## src/rtl/icache_pkg.sv

```systemverilog
`default_nettype none
// ============================================================================
//  Module      : icache_pkg
//  Description : Shared encodings, entry width and byte-count helper for the
//                instruction-cache fetch sequencer.
//  Revision    : 1.0 - initial release
// ============================================================================
package icache_pkg;

    localparam int ENTRY_W = 36;

    typedef logic [1:0] state_t;

    localparam state_t c_ST_IDLE  = 2'd0;
    localparam state_t c_ST_READ  = 2'd1;
    localparam state_t c_ST_DRAIN = 2'd2;

    // Useful bytes in a beat: bounded by what the dword offers and what is left.
    function automatic logic [2:0] min_len(input logic [2:0] avail, input logic [31:0] rem);
        if (rem < 32'(avail)) begin
            return rem[2:0];
        end
        return avail;
    endfunction

endpackage
`default_nettype wire

```

## src/rtl/icache_skid_fifo.sv

```systemverilog
`default_nettype none
// ============================================================================
//  Module      : icache_skid_fifo
//  Description : Show-ahead synchronous FIFO holding trimmed cache beats;
//                flush wins over a simultaneous push.
//  Revision    : 1.0 - initial release
// ============================================================================
module icache_skid_fifo
    import icache_pkg::*;
#(
    parameter int WIDTH = ENTRY_W,
    parameter int DEPTH = 4
) (
    input  logic             clk,
    input  logic             rst,
    input  logic             i_push,
    input  logic             i_pop,
    input  logic             i_flush,
    input  logic [WIDTH-1:0] i_data,
    output logic [WIDTH-1:0] o_data,
    output logic             o_empty,
    output logic             o_full
);

    localparam int c_PTR_W = (DEPTH > 1) ? $clog2(DEPTH) : 1;
    localparam int c_CNT_W = $clog2(DEPTH) + 1;

    logic [WIDTH-1:0]   r_mem [DEPTH];
    logic [c_PTR_W-1:0] r_wr_ptr;
    logic [c_PTR_W-1:0] r_rd_ptr;
    logic [c_CNT_W-1:0] r_count;

    logic w_do_push;
    logic w_do_pop;

    assign o_empty   = (r_count == '0);
    assign o_full    = (r_count == c_CNT_W'(DEPTH));
    assign o_data    = r_mem[r_rd_ptr];
    // A full FIFO still accepts a push when the head leaves in the same cycle.
    assign w_do_pop  = i_pop && !o_empty && !i_flush;
    assign w_do_push = i_push && (!o_full || w_do_pop) && !i_flush;

    always_ff @(posedge clk) begin
        if (w_do_push) begin
            r_mem[r_wr_ptr] <= i_data;
        end
    end

    always_ff @(posedge clk) begin
        if (rst || i_flush) begin
            r_wr_ptr <= '0;
            r_rd_ptr <= '0;
            r_count  <= '0;
        end else begin
            if (w_do_push) begin
                r_wr_ptr <= r_wr_ptr + c_PTR_W'(1);
            end
            if (w_do_pop) begin
                r_rd_ptr <= r_rd_ptr + c_PTR_W'(1);
            end
            case ({w_do_push, w_do_pop})
                2'b10:   r_count <= r_count + c_CNT_W'(1);
                2'b01:   r_count <= r_count - c_CNT_W'(1);
                default: r_count <= r_count;
            endcase
        end
    end

endmodule
`default_nettype wire

```

## src/rtl/icache_fetch_seq.sv

```systemverilog
`default_nettype none
// ============================================================================
//  Module      : icache_fetch_seq
//  Description : Issues one L1 line read per fetch request, trims and aligns
//                returned dwords, and drains them into the prefetch FIFO.
//  Revision    : 1.0 - initial release
// ============================================================================
module icache_fetch_seq
    import icache_pkg::*;
#(
    parameter int BEATS = 4,
    parameter int LEN_W = 5
) (
    input  logic               clk,
    input  logic               reset,
    input  logic               pr_reset,
    input  logic               icacheread_do,
    input  logic [31:0]        icacheread_address,
    input  logic [LEN_W-1:0]   icacheread_length,
    output logic               cache_req,
    output logic [31:0]        cache_addr,
    input  logic               cache_valid,
    input  logic [31:0]        cache_data,
    input  logic               cache_done,
    input  logic               prefetchfifo_ready,
    output logic               prefetchfifo_write_do,
    output logic [ENTRY_W-1:0] prefetchfifo_write_data,
    output logic               prefetched_do,
    output logic [4:0]         prefetched_length,
    output logic               busy
);

    localparam int c_BEAT_W = $clog2(BEATS) + 1;

    state_t              r_state;
    logic [1:0]          r_off;
    logic [LEN_W-1:0]    r_rem;
    logic [c_BEAT_W-1:0] r_beat;

    state_t              w_state_nxt;
    logic                w_req;
    logic                w_push;
    logic                w_pop;
    logic                w_empty;
    logic                w_full;
    logic [2:0]          w_avail;
    logic [2:0]          w_n;
    logic [1:0]          w_shamt;
    logic [31:0]         w_shift;
    logic [31:0]         w_trim;
    logic [ENTRY_W-1:0]  w_entry;
    logic [ENTRY_W-1:0]  w_head;

    // ------------------------------------------------------------------
    // Next-state and control
    // ------------------------------------------------------------------
    always_comb begin
        w_state_nxt = r_state;
        w_req       = 1'b0;
        w_push      = 1'b0;
        case (r_state)
            c_ST_IDLE: begin
                w_req = icacheread_do && (icacheread_length != '0) && !pr_reset && w_empty;
                if (w_req) begin
                    w_state_nxt = c_ST_READ;
                end
            end
            c_ST_READ: begin
                if (pr_reset) begin
                    w_state_nxt = cache_done ? c_ST_IDLE : c_ST_DRAIN;
                end else begin
                    w_push = cache_valid && (r_rem != '0);
                    if (cache_done) begin
                        w_state_nxt = c_ST_IDLE;
                    end
                end
            end
            c_ST_DRAIN: begin
                if (cache_done) begin
                    w_state_nxt = c_ST_IDLE;
                end
            end
            default: w_state_nxt = c_ST_IDLE;
        endcase
    end

    always_ff @(posedge clk) begin
        if (reset) begin
            r_state <= c_ST_IDLE;
            r_off   <= '0;
            r_rem   <= '0;
            r_beat  <= '0;
        end else begin
            r_state <= w_state_nxt;
            if (w_req) begin
                r_off  <= icacheread_address[1:0];
                r_rem  <= icacheread_length;
                r_beat <= '0;
            end else if ((r_state == c_ST_READ) && cache_valid && !pr_reset) begin
                r_rem  <= r_rem - LEN_W'(w_n);
                r_beat <= r_beat + c_BEAT_W'(1);
            end
        end
    end

    // ------------------------------------------------------------------
    // Trim/align datapath: only the first beat is offset by the fetch address
    // ------------------------------------------------------------------
    assign w_avail = (r_beat == '0) ? (3'd4 - {1'b0, r_off}) : 3'd4;
    assign w_n     = min_len(w_avail, 32'(r_rem));
    assign w_shamt = (r_beat == '0) ? r_off : 2'b00;
    assign w_shift = cache_data >> {w_shamt, 3'b000};

    for (genvar k = 0; k < 4; k++) begin : g_trim
        assign w_trim[8*k +: 8] = (w_n > 3'(k)) ? w_shift[8*k +: 8] : 8'h00;
    end

    assign w_entry = {1'b0, w_n, w_trim};

    icache_skid_fifo #(
        .WIDTH (ENTRY_W),
        .DEPTH (BEATS)
    ) u_skid (
        .clk     (clk),
        .rst     (reset),
        .i_push  (w_push),
        .i_pop   (w_pop),
        .i_flush (pr_reset),
        .i_data  (w_entry),
        .o_data  (w_head),
        .o_empty (w_empty),
        .o_full  (w_full)
    );

    // ------------------------------------------------------------------
    // Output handshake
    // ------------------------------------------------------------------
    assign w_pop                   = !w_empty && prefetchfifo_ready && !pr_reset;
    assign cache_req               = w_req;
    assign cache_addr              = {icacheread_address[31:2], 2'b00};
    assign prefetchfifo_write_do   = w_pop;
    assign prefetched_do           = w_pop;
    assign prefetchfifo_write_data = w_pop ? w_head : '0;
    assign prefetched_length       = w_pop ? {1'b0, w_head[35:32]} : 5'd0;
    assign busy                    = (r_state != c_ST_IDLE) || !w_empty;

    always_ff @(posedge clk) begin
        if (!reset) begin
            assert (!(w_push && w_full && !w_pop));
            assert (!(cache_valid && (r_state == c_ST_IDLE)));
        end
    end

endmodule
`default_nettype wire
```

## config.mk

```make
export PLATFORM = sky130hd
export DESIGN_NAME = icache_fetch_seq
export DESIGN_NICKNAME = d
export VERILOG_FILES = /design/src/rtl/icache_pkg.sv /design/src/rtl/icache_skid_fifo.sv /design/src/rtl/icache_fetch_seq.sv
export SDC_FILE = /design/constraint.sdc
export NUM_CORES = 1
export LEC_CHECK = 0
export BUFFER_PORTS_ARGS = -buffer_cell sky130_fd_sc_hd__buf_2
export CORE_UTILIZATION = 55
export CTS_BUF_LIST = sky130_fd_sc_hd__clkbuf_4 sky130_fd_sc_hd__clkbuf_8 sky130_fd_sc_hd__clkbuf_16
export CTS_CLUSTER_DIAMETER = 100
export DETAILED_ROUTE_END_ITERATION = 10
export HOLD_SLACK_MARGIN = 0.05
export PLACE_DENSITY = 0.8
export SYNTH_ARGS = -nofsm -noshare
export SYNTH_HDL_FRONTEND = slang
export SYNTH_HIERARCHICAL = 1
export SYNTH_SLANG_ARGS = --single-unit
```

## constraint.sdc

```tcl
create_clock -name clk -period 3.75 [get_ports clk]
set_input_delay 0 -clock clk [delete_from_list [all_inputs] [get_ports clk]]
set_output_delay 0 -clock clk [all_outputs]
set_load 0.005 [all_outputs]
```

==> Word-level counts from Yosys, hierarchy flattened <==
Memory sizes are Yosys's and may differ from the RTL's. A register that Yosys moved wholly into a read port is not among the register bits.
Index checks and enable logic that the tools add are counted.
{ "totals": {"mem_count": 1, "wordCells": 80, "output_inout_bits": 77, "mem_bits_rw": 140, "ff_bits": 19} }
{ "classes": {"eq_ne": 6, "add_sub_neg": 7, "shift": 1, "mux": 26, "n_reduce_logical": 27, "order_cmp": 5} }
{ "mem_list": {"columns": ["name", "words", "word_bits", "read_ports", "rd_ports_with_merged_regs", "wr", "line", "text"], "rows": [
  ["u_skid.r_mem", 4, 35, 1, 1, 1, "icache_skid_fifo.sv:28", "logic [WIDTH-1:0] r_mem [DEPTH];"]
]} }
{ "op_table": {"columns": ["op", "count"], "rows": [
  ["two-way mux 36 bit", 1],
  ["two-way mux 8 bit", 4],
  [">> shifter 32 x 5 -> 32 bit", 1],
  ["two-way mux 2 bit", 7],
  ["logical AND 1 bit", 12],
  ["two-way mux 5 bit", 2],
  ["nonzero test 5 bit", 2],
  ["two-way mux 3 bit", 3],
  ["adder 3 x 1 -> 3 bit, second input constant", 2],
  ["greater-than comparator 3 x 1 -> 1 bit, second input constant", 2],
  ["greater-than comparator 3 x 2 -> 1 bit, second input constant", 2],
  ["logical NOT 3 bit", 2],
  ["two-way mux 1 bit", 6],
  ["case mux 2 bit (3 select lines)", 1],
  ["case mux 3 bit (2 select lines)", 1],
  ["nonzero test 2 bit", 3],
  ["< comparator 5 x 3 -> 1 bit", 1],
  ["subtractor 5 x 3 -> 5 bit", 1],
  ["adder 2 x 1 -> 2 bit, second input constant", 2],
  ["equality test 2 x 1 -> 1 bit, second input constant", 2],
  ["equality test 2 bit, second input constant", 2],
  ["two-way mux 4 bit", 1],
  ["equality test 3 bit, second input constant", 1],
  ["logical NOT 1 bit", 3],
  ["other kinds (6)", 8]
]} }

==> Depth between registers and ports, before layout <==
Gate-level depths: netlist of the first run.
{ "logic_depth": {"word_depth": 11, "mapped_depth": 17, "ltp_nobuf": 17} }

==> Cells and area by module <==
Netlist of the first run, hierarchy kept.
{ "by_module_without_submodules": {"columns": ["module", "cells_per_inst", "seq_area_each_um2", "area_per_inst_um2", "n_inst"], "rows": [
  ["icache_skid_fifo", 245, 4504.3, 5686.7, 1],
  ["icache_fetch_seq", 295, 240.2, 2072.0, 1]
]} }

==> Least setup slack after synthesis of the first run <==
Ideal clock, no wire load.
{ "synth_path": {"path_kind": "flip-flop to flip-flop", "start": "register r_off[0]", "end": "register r_rem[2]", "n_path_buf": 0, "required_time_ps": 3617, "path_slack_ps": 429, "setup_ps": 133, "t_arrival_ps": 3188, "path_stages_with_launch": 14, "period_less_slack_ps": 3321, "cell_sequence": "dfxtp_1 > inv_1 > ha_1 > nor3b_2 > ha_1 > a2111oi_4 > o21ai_4 > o21ai_0 > ha_1 > inv_1 > fa_1 > xor2_1 > a22oi_1 > a21oi_1"} }
{ "synth_via": {"elab_chain_cells": 8} }
{ "synth_lines": {"columns": ["element", "line", "text"], "rows": [
  ["start, declared", "icache_fetch_seq.sv:36", "logic [1:0] r_off;"],
  ["start signal, assigned", "icache_fetch_seq.sv:96", "r_off <= icacheread_address[1:0];"],
  ["subtractor 3 x 2 -> 3 bit *", "icache_fetch_seq.sv:109", "assign w_avail = (r_beat == '0) ? (3'd4 - {1'b0, r_off}) : 3'd4;"],
  ["two-way mux 3 bit *", "icache_fetch_seq.sv:109", null],
  ["< comparator 5 x 3 -> 1 bit", "icache_pkg.sv:20", "if (rem < 32'(avail)) begin"],
  ["two-way mux 1 bit", "icache_pkg.sv:20", null],
  ["two-way mux 3 bit *", "icache_pkg.sv:23", "return avail;"],
  ["via w_entry[32]", "icache_fetch_seq.sv:51", "logic [ENTRY_W-1:0] w_entry;"],
  ["subtractor 5 x 3 -> 5 bit *", "icache_fetch_seq.sv:100", "r_rem <= r_rem - LEN_W'(w_n);"],
  ["two-way mux 5 bit *", "icache_fetch_seq.sv:99", "end else if ((r_state == c_ST_READ) && cache_valid && !pr_reset) begin"],
  ["two-way mux 5 bit *", "icache_fetch_seq.sv:95", "if (w_req) begin"],
  ["end signal, assigned", "icache_fetch_seq.sv:97", "r_rem <= icacheread_length;"],
  ["end signal, assigned", "icache_fetch_seq.sv:100", null],
  ["end, declared", "icache_fetch_seq.sv:37", "logic [LEN_W-1:0] r_rem;"]
]} }
Mark *: on every way through the listed nets, which the timed path passes. The rest lies on a longest branch. The select of a mux whose other input is x is not followed.
A chain may end at the register's enable or synchronous reset.

==> Final worst setup path of the first run <==
{ "layout_path": {"start": "register r_off[0]", "end": "register r_rem[3]"} }
{ "layout_via": {"elab_chain_cells": 8} }
{ "layout_lines": {"columns": ["element", "line"], "rows": [
  ["subtractor 3 x 2 -> 3 bit *", "icache_fetch_seq.sv:109"],
  ["two-way mux 3 bit *", "icache_fetch_seq.sv:109"],
  ["< comparator 5 x 3 -> 1 bit", "icache_pkg.sv:20"],
  ["two-way mux 1 bit", "icache_pkg.sv:20"],
  ["two-way mux 3 bit *", "icache_pkg.sv:23"],
  ["subtractor 5 x 3 -> 5 bit *", "icache_fetch_seq.sv:100"],
  ["two-way mux 5 bit *", "icache_fetch_seq.sv:99"],
  ["two-way mux 5 bit *", "icache_fetch_seq.sv:95"]
]} }
Every way passes the cells marked *; elsewhere a longest branch is shown, timed or not. The select of a mux whose other input is x is not followed.

==> impl_metrics.json, run 1 <==
{
  "cts_tree": "built",
  "ys_warn_count": 6,
  "die_h_um": 121,
  "antenna_found_initial": 0,
  "grt_usage_pct": 23.6,
  "die-area_um2": 14600,
  "setup_viol": 0,
  "crit_path_frequent_cell": "ha_1",
  "reg2reg_slack_ns": 0.15,
  "dp_hpwl_mm": 10.1,
  "die_x_um": 121,
  "crit_chain": "inv_1 -> ha_1 -> nor3b_2 -> ha_1 -> a2111oi_4 -> o21ai_4 -> mux2i_1 -> ha_1 -> nor2b_1 -> o21a_1 -> o31ai_1 -> a311oi_2",
  "port_buffers": 89,
  "htree_levels": 4,
  "start_util_pct": 56.1,
  "wl_per_cell_um": 19.6,
  "slew_headroom_pct": 30.2,
  "gr-usage-met1_pct": 30.5,
  "grt_overflow": 0,
  "ir_drop_mv": 0.268,
  "met2_usage_pct": 38.8,
  "dp_slack_ns": 0.193,
  "cp.arrival_ns": 3.86,
  "place_inst": 763,
  "finalPower_w": 0.00425,
  "ctsLongestPathBuffers": 2,
  "grtUsageMet3_pct": 5.61,
  "hold_violations": 0,
  "drt-total-wl_mm": 16.5,
  "worst_path_max_delay_cell": "dfxtp_1",
  "required_ns": 4.01,
  "cts_buffers": 17,
  "clkTransAtPathRegs_ns": 0.06,
  "finalClockSkew_ns": 0.00657,
  "drc": 0,
  "slowest_delay_ns": 0.44,
  "hp-class": "in2reg",
  "outcome": "finished clean",
  "drt-initial-drc-count": 502,
  "drv_slew": 0,
  "period_minus_slack_ns": 3.60,
  "cts.sinks": 165,
  "fin_setup_tns_ns": 0,
  "crit_path_start_kind": "flop",
  "cap_violations": 0,
  "final_cells": 843,
  "grt.busiest_layer": "met2",
  "worst_pin_slew_ns": 1.05,
  "ios": 153,
  "fmax_mhz": 278,
  "setup_slack_ns": 0.150,
  "n_antenna_cell": 0,
  "core_area_um2": 13800,
  "netlist_instances": 539,
  "grt_pass1_wl_mm": 24.8,
  "viasPerCell": 5.75,
  "clkLatencyLatePin_ns": 0.42,
  "place_congestion": 0.889,
  "cellPowerDensity_nw_per_um2": 460,
  "leakage_nw": 3.48,
  "crit_buf_inv": 1,
  "netlist_area_um2": 7750,
  "syn_area_per_cell_um2": 14.4,
  "vias": 4844,
  "end_kind": "flop",
  "min_period_over_period_pct": 96.0,
  "drive_gt1_share_pct": 27.9,
  "drt_first_pass_iters": 6,
  "ant_nets": 0,
  "grt_pass1_vias": 4655,
  "root_buffer": "clkbuf_16",
  "cp_max_fo": 7,
  "critPathTopFamily": "compound AO/OA/AOI/OAI gates",
  "area_growth_pct": 19.1,
  "grt_max_degree": 41,
  "num_rows": 43,
  "crit_type": "reg2reg",
  "nNetsFinal": 741,
  "rsz0062_at_grt": "false",
  "hold_slack_ns": 0.0727
}
==> layout by cell type, fill, tap and decap left out, drive strengths merged, types with 7 or more instances in the layout <==
cell type,instances
a21oi,20
a2bb2oi,9
and2,39
and3,20
buf,97
clkbuf,19
conb,7
dfxtp,21
dlygate4sd3,48
edfxtp,144
ha,13
inv,18
mux2i,16
mux4,36
nand2,50
nand3,15
nor2,24
==> final cells by class <==
type / count / area [um^2]
tap: 180 / 225
fill: 942 / 4600
multi-input combinational: 304 / 2590
inverter: 17 / 63.8
timing repair buffer: 145 / 986
clock inverter: 13 / 181
clock buffer: 19 / 440
sequential: 165 / 4750
==> layer usage <==
| layer | wire length (um) | share of wire [%] |
|---|---|---|
| met5 | 0 | 0 |
| met4 | 333 | 2.0 |
| met3 | 1180 | 7.1 |
| met2 | 8400 | 51 |
| met1 | 6630 | 40 |
==> worst register-to-register path: stages (launching register included) <==
cell and delay, ns:
dfxtp_1 0.44, inv_1 0.10, ha_1 0.25, nor3b_2 0.32, ha_1 0.34, a2111oi_4 0.41, o21ai_4 0.17, mux2i_1 0.33
ha_1 0.30, nor2b_1 0.13, o21a_1 0.19, o31ai_1 0.31, a311oi_2 0.14
==> stage by stage <==
| step | util, % | area (um^2) |
|---|---|---|
| 3_3_place_gp | 58.8 | 8130 |
| 5_1_grt | 66.8 | 9230 |
| 2_1_floorplan | - | 7770 |
| 4_1_cts | 66.8 | 9230 |
| 3_5_place_dp | 58.8 | 8130 |
| 6_report | 66.8 | 9230 |
==> flip-flops by register name, summed over array words and instances, names as in the netlist, named ones only <==
signal	cells
u_skid/r_wr_ptr	2
u_skid/r_mem	144
u_skid/r_rd_ptr	2
r_rem	5
u_skid/r_count	3
r_off	2
r_beat	3
r_state	2
==> power by group <==
group / internal [W] / leakage (nW) / switching [W]
Combinational: 0.000152 / 1.69 / 0.000225
Clock: 0.00113 / 0.292 / 0.000677
Sequential: 0.00206 / 1.50 / 0.0000107
Total: 0.00333 / 3.48 / 0.000913
==> worst paths after layout <==
kind | cells past startpoint | to | start
min reg2reg | 2 | flop | u_skid/r_rd_ptr[1]$_SDFFE_PP0P_
max | 12 | r_rem[3]$_SDFFE_PP0P_ | r_off[0]$_SDFFE_PP0P_
max reg2reg | 12 | r_rem[3]$_SDFFE_PP0P_ | r_off[0]$_SDFFE_PP0P_
min | 2 | u_skid/r_mem[0][31]$_DFFE_PP_ | cache_data[31]
==> what timing repair did <==
action                                 CTS  global route
hold buffers                            48             0
resized for setup                        0             0
buffers inserted                         0             0
endpoints found under the hold margin   52             0
(Power assumes the default switching activity.)
==> run 2, diff against run 1 <==
--- a/config.mk
+++ b/config.mk
@@ -12,6 +12,7 @@
 export DETAILED_ROUTE_END_ITERATION = 10
 export HOLD_SLACK_MARGIN = 0.05
 export PLACE_DENSITY = 0.8
+export RECOVER_POWER = 100
 export SYNTH_ARGS = -nofsm -noshare
 export SYNTH_HDL_FRONTEND = slang
 export SYNTH_HIERARCHICAL = 1
==> run 2 against run 1 <==
Clock power hardly changed. Die area stayed put. Routed wire length is 0.35% higher. Clock skew is 0.0012 ns higher. First-iteration DRC count is 3.4% higher. Sequential power hardly changed. Sequential share of layout area is 0.21 points higher. Via count is 1.4% higher. Register-to-register slack worse by 0.03 ns. Largest cell class unchanged.
==> impl_metrics.json, run 2 (same netlist as run 1, synthesis figures left out) <==
{
  "grtUsageMet3_pct": 5.61,
  "place_congestion": 0.889,
  "clkLatencyLatePin_ns": 0.42,
  "dp_slack_ns": 0.193,
  "met2_usage_pct": 38.8,
  "placed_area_um2": 8130,
  "required_ns": 4.01,
  "vias": 4910,
  "cap_violations": 0,
  "gr-usage-met1_pct": 30.5,
  "hp-class": "in2reg",
  "cellPowerDensity_nw_per_um2": 462,
  "ir_drop_mv": 0.269,
  "die_h_um": 121,
  "viasPerCell": 5.82,
  "die_x_um": 121,
  "ctsResizeCount": 0,
  "cts_buffers": 17,
  "largest_reg_flops": 144,
  "grt_pass1_wl_mm": 24.8,
  "worst_pin_slew_ns": 1.48,
  "rsz0062_at_grt": "false",
  "n_fill_cell": 956,
  "cp.arrival_ns": 3.90,
  "ctsLongestPathBuffers": 2,
  "netSwitchingFraction_pct": 21.5,
  "regArea_um2": 4750,
  "post-cts-setup-buffers": 0,
  "crit_type": "reg2reg",
  "setup_viol": 0,
  "fmax_mhz": 275,
  "grt_overflow": 0,
  "clkTransAtPathRegs_ns": 0.06,
  "core_area_um2": 13800,
  "antenna_found_initial": 0,
  "fin_area_um2": 9190,
  "num_rows": 43,
  "cts_tree": "built",
  "htree_levels": 4,
  "drive_gt1_share_pct": 25.3,
  "finalClockSkew_ns": 0.00774,
  "leakage_nw": 3.40,
  "hold_violations": 0,
  "drv_slew": 0,
  "outcome": "finished clean",
  "fin_setup_tns_ns": 0,
  "end_kind": "flop",
  "final_cell_mix": "edfxtp_1, buf_2, nand2_1",
  "drt-total-wl_mm": 16.6,
  "grt_usage_pct": 23.6,
  "clockPowerShare_pct": 42.5,
  "nNetsFinal": 741,
  "area_growth_pct": 18.6,
  "combPwrFrac_pct": 8.8,
  "final_common_cell": "edfxtp_1",
  "internal_power_w": 0.00333,
  "n_antenna_cell": 0,
  "wl_per_cell_um": 19.7,
  "crit_path_start_kind": "flop",
  "grt.busiest_layer": "met2",
  "setup_slack_ns": 0.117,
  "ios": 153,
  "dp_hpwl_mm": 10.1,
  "grt_pass1_vias": 4655,
  "p_switching_w": 0.000914,
  "cp_max_fo": 7,
  "min_period_over_period_pct": 96.9,
  "drc": 0,
  "largestRegisters": "u_skid/r_mem x144, r_rem x5",
  "p_seq_share_pct": 48.7,
  "drt-initial-drc-count": 519,
  "slew_headroom_pct": 1.04,
  "start_util_pct": 56.1,
  "reg2reg_slack_ns": 0.12,
  "grt_max_degree": 41,
  "period_minus_slack_ns": 3.63,
  "ant_nets": 0,
  "hold_buffers": 48,
  "top_register": "u_skid/r_mem",
  "drt_first_pass_iters": 6,
  "multi_input_area_um2": 2570,
  "die-area_um2": 14600,
  "port_buffers": 89,
  "cts.sinks": 165,
  "root_buffer": "clkbuf_16"
}
[run 2: final timing paths]
path	startpoint	end	cells after the start
worst max-delay path	r_off[0]$_SDFFE_PP0P_	r_rem[3]$_SDFFE_PP0P_	12
worst min-delay path	cache_data[16]	u_skid/r_mem[0][16]$_DFFE_PP_	3
worst max register to register	r_off[0]$_SDFFE_PP0P_	r_rem[3]$_SDFFE_PP0P_	12
worst min register to register	u_skid/r_rd_ptr[1]$_SDFFE_PP0P_	flop	2
[run 2: area by class of cell]
class,count,area share (%)
clock buffers,19,4.79
repair buffers,145,10.5
clock inverters,13,1.97
flip-flops and latches,165,51.6
inverters,17,0.694
well taps,180,2.45
multi-input cells,304,28.0
[run 2: layer usage]
metal	vias up	wire length (um)
li1	2191	-
met1	2404	6640
met2	276	8330
met3	39	1310
met4	0	326
met5	-	0
[run 2: through the flow]
| step | cells | utilization [%] | hold WS, ns | total power, W |
|---|---|---|---|---|
| 6_report | 843 | 66.5 | 0.0826 | 0.00424 |
| 5_1_grt | 843 | 66.5 | 0.0732 | 0.00436 |
| 4_1_cts | 843 | 66.8 | 0.0554 | 0.00426 |
| 3_5_place_dp | 763 | 58.8 | 0.0000381 | 0.00243 |
| 3_3_place_gp | 763 | 58.8 | 0.0000381 | 0.00241 |
| 2_1_floorplan | 545 | - | 0.0766 | 0.00235 |
[run 2: critical path, cell delays in order, from the launching register on]
cell and delay (ns):
dfxtp_1 0.45, inv_1 0.10, ha_1 0.25, nor3b_2 0.32, ha_1 0.34, a2111oi_4 0.41
o21ai_4 0.17, mux2i_1 0.33, ha_1 0.30, nor2b_1 0.14, o21a_1 0.19, o31ai_1 0.33
a311oi_2 0.14
[run 2: power by group through the flow]
stage                     logic (W)  clock network, W  registers, W
after global placement     0.000307                 0       0.00211
after global routing       0.000398           0.00190       0.00207
final                      0.000373           0.00180       0.00207
after floorplan            0.000243                 0       0.00210
after detailed placement   0.000327                 0       0.00211
after CTS                  0.000369           0.00183       0.00207
